==> src/rtl/step_sched.sv <==
// step_sched: round-robin arbiter driving a shared 3-phase step sequencer.
// Ports: clk, rst (async active-low), req/len in, gnt/busy/step/phase/done out.
module step_sched #(
   parameter int NREQ  = 3,
   parameter int CNT_W = 4,
   parameter int GAP   = 2
) (
   input  logic                  clk,
   input  logic                  rst,
   input  logic [NREQ-1:0]       req,
   input  logic [NREQ*CNT_W-1:0] len,
   output logic [NREQ-1:0]       gnt,
   output logic                  busy,
   output logic                  step,
   output logic [1:0]            phase,
   output logic [NREQ-1:0]       done
);

   localparam int PW = (NREQ > 1) ? $clog2(NREQ) : 1;
   localparam int GW = (GAP > 1) ? $clog2(GAP) : 1;
   localparam logic [GW-1:0] GLAST = GW'((GAP > 0) ? GAP - 1 : 0);
   localparam logic [PW-1:0] PLAST = PW'(NREQ - 1);

   typedef enum logic [1:0] {
      IDLE,
      RUN,
      GAPW,
      DONE
   } state_t;

   state_t            state, state_n;
   logic [NREQ-1:0]   gnt_n;
   logic [CNT_W-1:0]  rem, rem_n;
   logic [PW-1:0]     ptr, ptr_n;
   logic [PW-1:0]     win, win_n;
   logic [1:0]        phase_n;
   logic [GW-1:0]     gcnt, gcnt_n;

   logic              found;
   logic [PW-1:0]     pick;
   logic [NREQ-1:0]   pick_oh;
   logic [CNT_W-1:0]  pick_len;
   logic [PW-1:0]     ptr_adv;
   logic [1:0]        phase_adv;
   logic              abort;

   // Round-robin search starting at ptr, wrapping modulo NREQ.
   always_comb begin
      int idx;
      idx   = 0;
      found = 1'b0;
      pick  = '0;
      for (int k = 0; k < NREQ; k++) begin
         idx = (int'(ptr) + k) % NREQ;
         if (!found && req[idx]) begin
            found = 1'b1;
            pick  = PW'(idx);
         end
      end
      for (int i = 0; i < NREQ; i++) begin
         pick_oh[i] = (PW'(i) == pick);
      end
      pick_len = len[int'(pick)*CNT_W +: CNT_W];
   end

   assign ptr_adv = (win == PLAST) ? '0 : win + PW'(1);
   assign abort   = ((req & gnt) == '0);

   // Illegal phase 11 recovers to 00 on the next step.
   always_comb begin
      phase_adv = 2'b00;
      unique case (1'b1)
         (phase == 2'b00): phase_adv = 2'b01;
         (phase == 2'b01): phase_adv = 2'b10;
         (phase == 2'b10): phase_adv = 2'b00;
         (phase == 2'b11): phase_adv = 2'b00;
      endcase
   end

   always_ff @(posedge clk or negedge rst) begin
      if (!rst) begin
         state <= IDLE;
         gnt   <= '0;
         rem   <= '0;
         ptr   <= '0;
         win   <= '0;
         phase <= 2'b00;
         gcnt  <= '0;
      end else begin
         state <= state_n;
         gnt   <= gnt_n;
         rem   <= rem_n;
         ptr   <= ptr_n;
         win   <= win_n;
         phase <= phase_n;
         gcnt  <= gcnt_n;
      end
   end

   always_comb begin
      state_n = state;
      gnt_n   = gnt;
      rem_n   = rem;
      ptr_n   = ptr;
      win_n   = win;
      phase_n = phase;
      gcnt_n  = gcnt;
      unique case (state)
         IDLE: begin
            if (found) begin
               win_n   = pick;
               gnt_n   = pick_oh;
               rem_n   = pick_len;
               state_n = (pick_len == '0) ? DONE : RUN;
            end
         end
         RUN: begin
            if (abort) begin
               state_n = IDLE;
               gnt_n   = '0;
               ptr_n   = ptr_adv;
            end else begin
               rem_n   = rem - CNT_W'(1);
               phase_n = phase_adv;
               gcnt_n  = '0;
               if (rem == CNT_W'(1))
                  state_n = DONE;
               else if (GAP > 0)
                  state_n = GAPW;
               else
                  state_n = RUN;
            end
         end
         GAPW: begin
            if (abort) begin
               state_n = IDLE;
               gnt_n   = '0;
               ptr_n   = ptr_adv;
            end else if (gcnt == GLAST) begin
               state_n = RUN;
            end else begin
               gcnt_n = gcnt + GW'(1);
            end
         end
         DONE: begin
            state_n = IDLE;
            gnt_n   = '0;
            ptr_n   = ptr_adv;
         end
         default: state_n = IDLE;
      endcase
   end

   assign busy = (state != IDLE);
   assign step = (state == RUN);
   assign done = (state == DONE) ? gnt : '0;

endmodule

==> config.mk <==
export PLATFORM = sky130hd
export DESIGN_NAME = step_sched
export DESIGN_NICKNAME = d
export VERILOG_FILES = /design/src/rtl/step_sched.sv
export SDC_FILE = /design/constraint.sdc
export NUM_CORES = 1
export LEC_CHECK = 0
export CORE_AREA = 3 3 60 62
export DETAILED_ROUTE_END_ITERATION = 12
export DIE_AREA = 0 0 63 65
export GPL_ROUTABILITY_DRIVEN = 1
export MAX_ROUTING_LAYER = met4
export PLACE_DENSITY = 0.71
export RECOVER_POWER = 100
export SLEW_MARGIN = 20
export SYNTH_ARGS = -nofsm -noshare
export SYNTH_HDL_FRONTEND = slang
export SYNTH_SLANG_ARGS = --single-unit
export TNS_END_PERCENT = 10
==> constraint.sdc <==
create_clock -name clk -period 6.25 [get_ports clk]
set_clock_uncertainty 0.1 [all_clocks]
set_input_delay 1.5625 -clock clk [delete_from_list [all_inputs] [get_ports clk]]
set_output_delay 1.5625 -clock clk [all_outputs]
set_load 0.01 [all_outputs]
Word-level counts from Yosys, hierarchy flattened
Index checks and enable logic that the tools add are counted.
Widths: inputs -> output; s select.
- bits in registers: 16
- input bits: 17
- output and inout bits: 10
- logic and storage cells: 95
- add/sub/neg operators: 5
- divide/modulo/power cells: 3
- order comparisons: 3
- eq/ne operators: 15
- shifts and indexed selects: 1
- multiplexer cells: 37
- bitwise logic cells: 2
- reduce and logical (&&, ||, !) cells: 22
- operator list (kind ; count):
    $lt 32x4->1 const B ; 3
    $mod 32x3->32 const B ; 2
    $mod 3x3->32 const B ; 1
    $mux 2 ; 10
    $mux 1 ; 13
    $shiftx 12x5->4 ; 1
    $eq 2x2->1 const B ; 5
    $reduce_and 2->1 ; 5
    $mux 3 ; 3
    $pmux 3 s3 ; 1
    $mux 4 ; 2
    $pmux 2 s4 ; 1
    $pmux 4 s2 ; 1
    $reduce_bool 2->1 ; 4
    $bmux 1 s2 ; 3
    $logic_not 2->1 ; 3
    $ne 2x2->1 const B ; 3
    $pmux 2 s3 ; 1
    $reduce_and 3->1 ; 2
    $eq 2x1->1 const B ; 2
    $eq 4x1->1 const B ; 1
    $logic_not 4->1 ; 1
    $pmux 2 s2 ; 1
    $reduce_or 2->1 ; 2
    other kinds (15) ; 17

Longest topological paths before layout
- word-level depth: 16
- gate-level depth with buffers: 10
- mapped depth without buffers: 9

Worst setup path before layout
OpenSTA, ideal clock, no wires.
- path kind: in2reg
- from: input req[1]
- to: register state[1]
- library setup time: 0.104 ns
- arrival time: 2.798 ns
- required time: 6.046 ns
- slack: 3.248 ns
- cell stages on the path: 7
- buffers on the path: 1
- cell sequence: mux2i_1 > o21ai_2 > o21a_1 > nor3_2 > buf_6 > o21ai_1 > o41ai_2
- word-level cells in the longest chain between the ends: 15
- elaborated cells between the ends (all ways): 31
- classes of those cells: 2 x eq/ne; 1 x shift; 20 x mux; 1 x bitwise; 7 x reduce/logical
- ends and longest elaborated chain (item ; line ; source):
    start, declared ; 10 ; input logic [NREQ-1:0] req,
    $bmux 1 s2 ; 55 ; if (!found && req[idx]) begin
    $mux 1 (not written as such) (2 in a row) ; 55 ;
    $mux 1 ; 55 ;
    $logic_not 1->1 ; 55 ;
    $logic_and 1x1->1 ; 55 ;
    $mux 1 ; 55 ;
    $logic_not 1->1 ; 55 ;
    $logic_and 1x1->1 ; 55 ;
    $mux 2 ; 55 ;
    $shiftx 12x5->4 ; 63 ; pick_len = len[int'(pick)*CNT_W +: CNT_W];
    $logic_not 4->1 ; 114 ; state_n = (pick_len == '0) ? DONE : RUN;
    $mux 2 ; 114 ;
    $mux 2 ; 110 ; if (found) begin
    $pmux 2 s4 ; 108 ; unique case (state)
    end signal, assigned ; 90 ; state <= state_n;
    end, declared ; 31 ; state_t state, state_n;
Parallel ways exist; a longest one is shown, timed or not. The select of a mux whose other input is x is not followed.
A chain may end at the register's enable or synchronous reset.

Worst setup path after layout
- from: input req[2]
- to: register state[1]
Same word-level chain as after synthesis.

==> impl_summary.md <==
Run status
The flow ran to the end, and the final reports show no timing, DRC or antenna violations.

Die
The floorplan step defined a die boundary enclosing 4100 sq um. The initial utilization of the core area, before any placement, comes to 39.8%. The floorplan row count is 20. The die is 65 um tall. For this design the top-level I/O count stands at 27. The horizontal extent of the die is 63 um. The core region is 3080 sq um.

STA
The setup violation total in the final timing report is 0. The maximum operating frequency is 231 MHz. The final setup TNS is 0 ns.

Setup repair after global routing left no endpoint under its margin. Hold timing on the final database bottoms out at a slack of 0.392 ns. The period utilization is 69.4%.

For the pin with the worst max-slew slack, the measured transition is 1.14 ns. The max-slew violation total from the final report is 0. The number of failing hold endpoints at the final stage was 0.

The max-slew headroom at the worst pin is 23.7%. The final critical delay including setup and external delays is 4.34 ns.

Yosys
The unique cell type count in the Yosys netlist is 41. Counting flops and latches in the post-synthesis netlist gives 16. Of the synthesized area, sequential elements account for 32.7%. The number of nets in the synthesized netlist is 165. The synthesis warning total is 0. In this run, synthesis inferred 0 flip-flops with an integrated enable. After synthesis, the mean cell area works out to 8.95 sq um. The predominant post-synthesis flop cell is sky130_fd_sc_hd__dfrtp_1. Of all flip-flops after synthesis, the portion carrying an async set or reset was 100%. In the post-synthesis netlist, the biggest area contributors are sky130_fd_sc_hd__dfrtp_1 33%, sky130_fd_sc_hd__ha_1 11%, sky130_fd_sc_hd__nand2_1 7.0%, sky130_fd_sc_hd__mux2i_1 4.1%, sky130_fd_sc_hd__a22oi_1 3.1%. Synthesis handed over a netlist of 137 instances.

The cell area after technology mapping is 1230 sq um. Summed over all instances, the cell type with the most area after synthesis is sky130_fd_sc_hd__dfrtp_1. The top-area cell type share of the netlist area is 32.7%.

Clock network
The clock insertion delay at the later pin of the skew report is 0.29 ns. Clock-pin slew was measured on the worst setup and hold paths at 0.09 ns. The clock tree from TritonCTS is done. Post-CTS timing repair inserted 0 buffers for setup. The depth of the CTS H-tree is 1. No sink is reached through more buffers than the 2 on the longest clock path. The tree is rooted in a sky130_fd_sc_hd__clkbuf_4.

The post-cts repair resize count is 0. The number of hold buffers added after cts is 0. The number of buffers inserted during clock tree synthesis is 3.

Clock tree synthesis found a total of 16 sinks.

Finish
The number of antenna repair diodes is 0. The layout net count is 194. Relative to the synthesized area, the layout overhead comes to 25.9%. The fraction of layout cells with a size suffix above 1 is 7.27%.

Power
After layout, the design draws a total of 731 uW. The worst IR drop on VDD is 0.000200 V. For this design the ratio of total power to cell area is 474 nW/um^2. The leakage dissipation is 0.000714 uW.

Global route
The wire length of the first global-routing pass is 5050 um. Across every metal layer, demand over resource in global routing totals 15.8%. The largest net degree at the start of global routing is 17. The via count of the first global-routing pass is 1117. Summed over all layers, the global routing overflow is 0.

The number of antenna violations at the first check in global routing was 0.

Critical path
The library cell contributing the largest single delay on the critical path is sky130_fd_sc_hd__nor3_1. The critical path goes through dlygate4sd3_1 > nand2b_1 > a21boi_0 > nor3b_1 > nor3_1 > o21ai_0 > o41ai_2. The critical path endpoint category is a register.

The kind of cell adding the most delay to the critical path is compound AO/OA/AOI/OAI gates. The most critical setup path has its startpoint at req[2]. The delay of the slowest cell on the worst path is 0.88 ns. The worst endpoint data arrival time is 4.42 ns. In this run the worst path has a maximum fanout of 12.

The worst setup path is launched from a primary input. The critical path start-end classification is in -> reg. The number of buffer and inverter instances along the worst setup path is 1. At the worst endpoint, the required time is 6.34 ns. In this run the critical register-to-register path is launched from ptr[1].

Placed design
The final estimated routing congestion in global placement is 0.785. The number of port buffers is 26. The total half-perimeter wirelength after legalization and detailed placement is 2290 um.

Drt
The ratio of routed vias to standard cells is 5.21. The remaining antenna violation count is 0. The count of routing violations after the opening detailed-route iteration is 55.

The length of the first detailed-routing pass in iterations is 4. The detailed-route DRC error count is 0. The routed design has 2860 um of wire. The total vias in the final route is 1088.

After detailed routing, the average wire length per cell comes to 13.7 um.

Job
The max-cap check violation count is 0.

Hold path
In this run the most critical hold path is launched from win[1]. The tightest min-delay check is of the reg -> reg type.
## routing by layer
metal,GRT usage (%),wire length [um],vias up
li1,-,-,549
met1,19.0,1290,510
met2,26.6,1410,27
met3,4.51,144,2
met4,3.03,15,0
met5,-,0,-
## cells by family after synthesis
group                    after synthesis  synth area share (%)
AND/OR/NAND/NOR                       52                  21.6
AO/OA/AOI/OAI                         39                  24.3
flip-flops                            16                  32.7
buffers and inverters                 12                  4.29
adder cells (fa/ha/maj)               11                  11.2
multiplexers                           7                  5.92
## power breakdown
part           switching (uW)  internal (uW)
logic                     270            208
registers                36.9            149
clock network            32.6           35.5
total                     340            392
## cell type report
| class | count | area, sq um |
|---|---|---|
| clock buffers | 4 | 36.3 |
| fillers | 321 | 1530 |
| repair buffers | 26 | 260 |
| flip-flops and latches | 16 | 400 |
| multi-input cells | 109 | 754 |
| inverters | 10 | 37.5 |
| well taps | 44 | 55.1 |
## cells in the mapped netlist (all sizes together) (2+ instances only)
master / count
nor2: 9
nor3: 3
a22oi: 5
o31ai: 2
o21a: 3
mux2i: 5
inv: 10
nand2: 23
a21oi: 4
mux2: 2
ha: 11
o21ai: 12
a31o: 2
nand3: 2
and2: 4
nand3b: 2
nand2b: 3
dfrtp: 16
## per-stage QoR
stage | instances | cell area, sq um | setup WS, ns | utilization [%]
6_report | 209 | 1540 | 1.91 | 50.2
5_1_grt | 209 | 1540 | 1.61 | 50.2
4_1_cts | 209 | 1560 | 2.54 | 50.8
3_5_place_dp | 205 | 1530 | 2.23 | 49.6
3_3_place_gp | 205 | 1530 | 2.37 | 49.6
2_1_floorplan | 137 | 1230 | 3.25 | -
## layout by cell type, fill, tap and decap left out, drive strengths merged, types with 3 or more instances in the layout
master,count
nor2,9
a22oi,5
and2,4
o21a,3
clkdlybuf4s50,14
ha,11
inv,10
o21ai,12
mux2i,5
nand2b,3
dlygate4sd3,12
nand2,23
nor3,3
clkbuf,4
a21oi,4
dfrtp,16
## registers in the layout (all words and copies together), names as in the netlist
register / count
gcnt: 1
state: 2
win: 2
rem: 4
ptr: 2
gnt: 3
phase: 2
## worst paths after layout
check	endpoint	cells after the start	slack, ns
max	state[1]	7	1.91
min	ptr[0]	1	0.39
max reg2reg	state[1]	8	3.02
min reg2reg	ptr[0]	1	0.39
max in group asynchronous	gnt[2]	1	3.92
min in group asynchronous	state[1]	1	1.67
(Power assumes the default switching activity.)
==> edit 1: new RTL, same settings <==
Change the parameter `NREQ` from 3 to 6.
--- a/src/rtl/step_sched.sv
+++ b/src/rtl/step_sched.sv
@@ -1,7 +1,7 @@
 // step_sched: round-robin arbiter driving a shared 3-phase step sequencer.
 // Ports: clk, rst (async active-low), req/len in, gnt/busy/step/phase/done out.
 module step_sched #(
-   parameter int NREQ  = 3,
+   parameter int NREQ  = 6,
    parameter int CNT_W = 4,
    parameter int GAP   = 2
 ) (
Ports: changed (resized done, gnt, len and req); port bits go from 27 to 48. No check against the original RTL was run, so the function may have changed too.
==> edit 1 against the original RTL <==
- the run now fails in 3_3_place_gp
- area after synthesis increased by 110%
==> edit 1: results (changes against the original RTL) <==
placement:
  io_buffer_count: 47  # +81%
yosys:
  ys_top_cells_by_area: "dfrtp_1, ha_1, nand2_1, mux2_2, mux2i_1"
  synth-compound-area-share: 0.295  # +0.0518
  yosys.area_share.xor_xnor: 0.0168  # +0.0168
  synth_commonest_cells: "nand2_1, dfrtp_1, inv_1"
  synth_seq_cells: 21  # +5
  synthDistinctLibCells: 75  # +83%
  synthMuxAreaShare: 0.0984  # +0.0392
  yosysSeqAreaShare: 0.202  # -0.125
  netlist_instances: 318  # +130%
  synthArstFlopShare: 1.00  # unchanged
  synth_nets: 367  # +120%
  yosysWarnings: 0  # unchanged
  synth_fa_ha_area_frac: 0.0816  # -0.0307
die:
  rows: 20  # unchanged
run_status:
  error: "[ERROR GPL-0301] Utilization 110.027 % exceeds 100%."
  stop_stage: "3_3_place_gp"
  status: "stopped before the end"
==> edit 1: cells by family after synthesis <==
| family | after synthesis |
|---|---|
| AOI/OAI and AO/OA | 103 |
| DFF | 21 |
| and+or+nand+nor | 115 |
| adders and majority gates | 17 |
| buffers and inverters | 37 |
| muxes | 23 |
| xor gates and xnor gates | 2 |
==> edit 2: new RTL, same settings <==
Made on the original files. Re-encode `state_t` (4 states) as one-hot, 4 bits wide.
--- a/src/rtl/step_sched.sv
+++ b/src/rtl/step_sched.sv
@@ -21,11 +21,11 @@
    localparam logic [GW-1:0] GLAST = GW'((GAP > 0) ? GAP - 1 : 0);
    localparam logic [PW-1:0] PLAST = PW'(NREQ - 1);
 
-   typedef enum logic [1:0] {
-      IDLE,
-      RUN,
-      GAPW,
-      DONE
+   typedef enum logic [3:0] {
+      IDLE = 4'b0001,
+      RUN  = 4'b0010,
+      GAPW = 4'b0100,
+      DONE = 4'b1000
    } state_t;
 
    state_t            state, state_n;
Behaviour: no difference found for any inputs over 10 cycles, from zero or initial values and one cycle with rst low; not proved beyond that.
==> edit 2 against the original RTL <==
- power rose by 4.0%
- sequential cell count grew 2
- utilization is 1.7 points higher
- sequential share of layout area up 2.4 points
- setup slack better by 0.40 ns
- design area up 3.4%
- critical path depth up 1
- routed wire length up 2.3%
- area after synthesis grew 3.7%
- critical path type unchanged
- highest routed layer unchanged
==> edit 2: results (changes against the original RTL) <==
setup_path:
  cp_max_fo: 10  # -2
  r2r.worst_path.cells: 9  # +1
  worstReg2RegStart: "ptr[0]$_DFFE_PN0P_"
  critPathLaunch: "req[0]"
  max_stage_delay_ns: 0.62  # -0.26 ns
  arrival_ns: 3.99  # -0.43 ns
  r2r_slack_ns: 3.42  # +0.40 ns
  crit_slowest_cell: "dlygate4sd3_1"
global_routing:
  grt_pass1_wl_mm: 5.11  # +1.1%
  grt_usage: 0.159  # +0.000621
  gr-usage-met2: 0.264  # -0.00264
  groute.layer.met3.usage: 0.0260  # -0.0191
  use_met1: 0.194  # +0.00405
detailed_routing:
  wl_met1_mm: 1.37  # +6.1%
  finalWirelength_mm: 2.93  # +2.3%
  drt_iter0_markers: 71  # +29%
  via_per_inst: 5.45  # +4.6%
  met3RoutedLength_um: 161  # +12%
  wl_met2_mm: 1.39  # -2.0%
placement:
  dp_slack_ns: 2.29  # +0.0663 ns
  gp_congestion: 0.920  # +17%
  dpl.hpwl_mm: 2.35  # +2.5%
  placed_area_um2: 1570  # +2.6%
run_status:
  status: "complete, no violations"
pwr:
  vdd_drop_max_mv: 0.203  # +1.7%
  leakage_nw: 0.673  # -5.8%
yosys:
  synthDistinctLibCells: 39  # -4.9%
  synth-compound-area-share: 0.248  # +0.00517
  synth_fa_ha_area_frac: 0.0591  # -0.0532
  ys_top_cells_by_area: "dfrtp_1, nand2_1, ha_1, a21oi_1, inv_1"
  synthMuxAreaShare: 0.0325  # -0.0267
  yosysSeqAreaShare: 0.355  # +0.0288
  synth_commonest_cells: "nand2_1, dfrtp_1, a21oi_1"
  synth_top_family_by_area: "simple AND/OR/NAND/NOR gates"
  synth_nets: 172  # +4.2%
layout:
  reg_top3: "rem: 4 flops, state: 4 flops, gnt: 3 flops"
  fillers: 332  # +3.4%
  drive_above_1_share: 0.0511  # -0.0216
  nNetsFinal: 200  # +3.1%
timing:
  finalCritPeriodShare: 0.629  # -0.0644
  clock.fmax_ghz: 0.254  # +10%
  timing.final.ws_setup_ns: 2.32  # +0.402 ns
  slew_headroom: 0.464  # +0.227
clock_tree:
  cts_made_buffers: 3  # unchanged
hold_path:
  hp-class: "flip-flop to flip-flop"
[edit 2: cells by family (layout without fill, tap and decap cells)]
family          after synthesis  count (layout)
fa+ha+maj                     6               6
mux                           4               4
compound gates               42              42
buf+inv                      13              40
flops                        18              18
simple gates                 66              66
[edit 2: layout make-up]
type	count	area, um^2	area share
Inverter	10	37.5	0.0235
Tap cell	44	55.1	0.0345
Clock buffer	4	36.3	0.0227
Multi-Input combinational cell	118	756	0.473
Sequential cell	18	452	0.283
Timing Repair Buffer	26	260	0.163
[edit 2: per-stage QoR]
| step | cells | util | hold WS (ns) |
|---|---|---|---|
| 6_report | 220 | 0.519 | 0.385 |
| 5_1_grt | 220 | 0.519 | 0.419 |
| 4_1_cts | 220 | 0.521 | 0.384 |
| 3_5_place_dp | 216 | 0.509 | 0.371 |
| 3_3_place_gp | 216 | 0.509 | 0.362 |
| 2_1_floorplan | 149 | - | 0.346 |
[edit 2: power by group]
group	total, W	internal (W)	switching [W]
Clock	0.0000692	0.0000354	0.0000338
Combinational	0.000468	0.000206	0.000262
Sequential	0.000223	0.000171	0.0000522
Total	0.000761	0.000412	0.000348
[edit 2: worst min path at each step]
stage,slack (ns),endpoint,depth (start not counted),start
2_1_floorplan,0.35,state[2]$_DFFE_PN0P_,1,gcnt$_DFFE_PN0P_
3_3_place_gp,0.36,ptr[0]$_DFFE_PN0P_,1,win[1]$_DFFE_PN0P_
3_5_place_dp,0.37,ptr[0]$_DFFE_PN0P_,1,win[1]$_DFFE_PN0P_
4_1_cts,0.38,ptr[0]$_DFFE_PN0P_,1,win[1]$_DFFE_PN0P_
5_1_grt,0.42,ptr[0]$_DFFE_PN0P_,1,win[1]$_DFFE_PN0P_
6_report,0.39,ptr[0]$_DFFE_PN0P_,1,win[1]$_DFFE_PN0P_
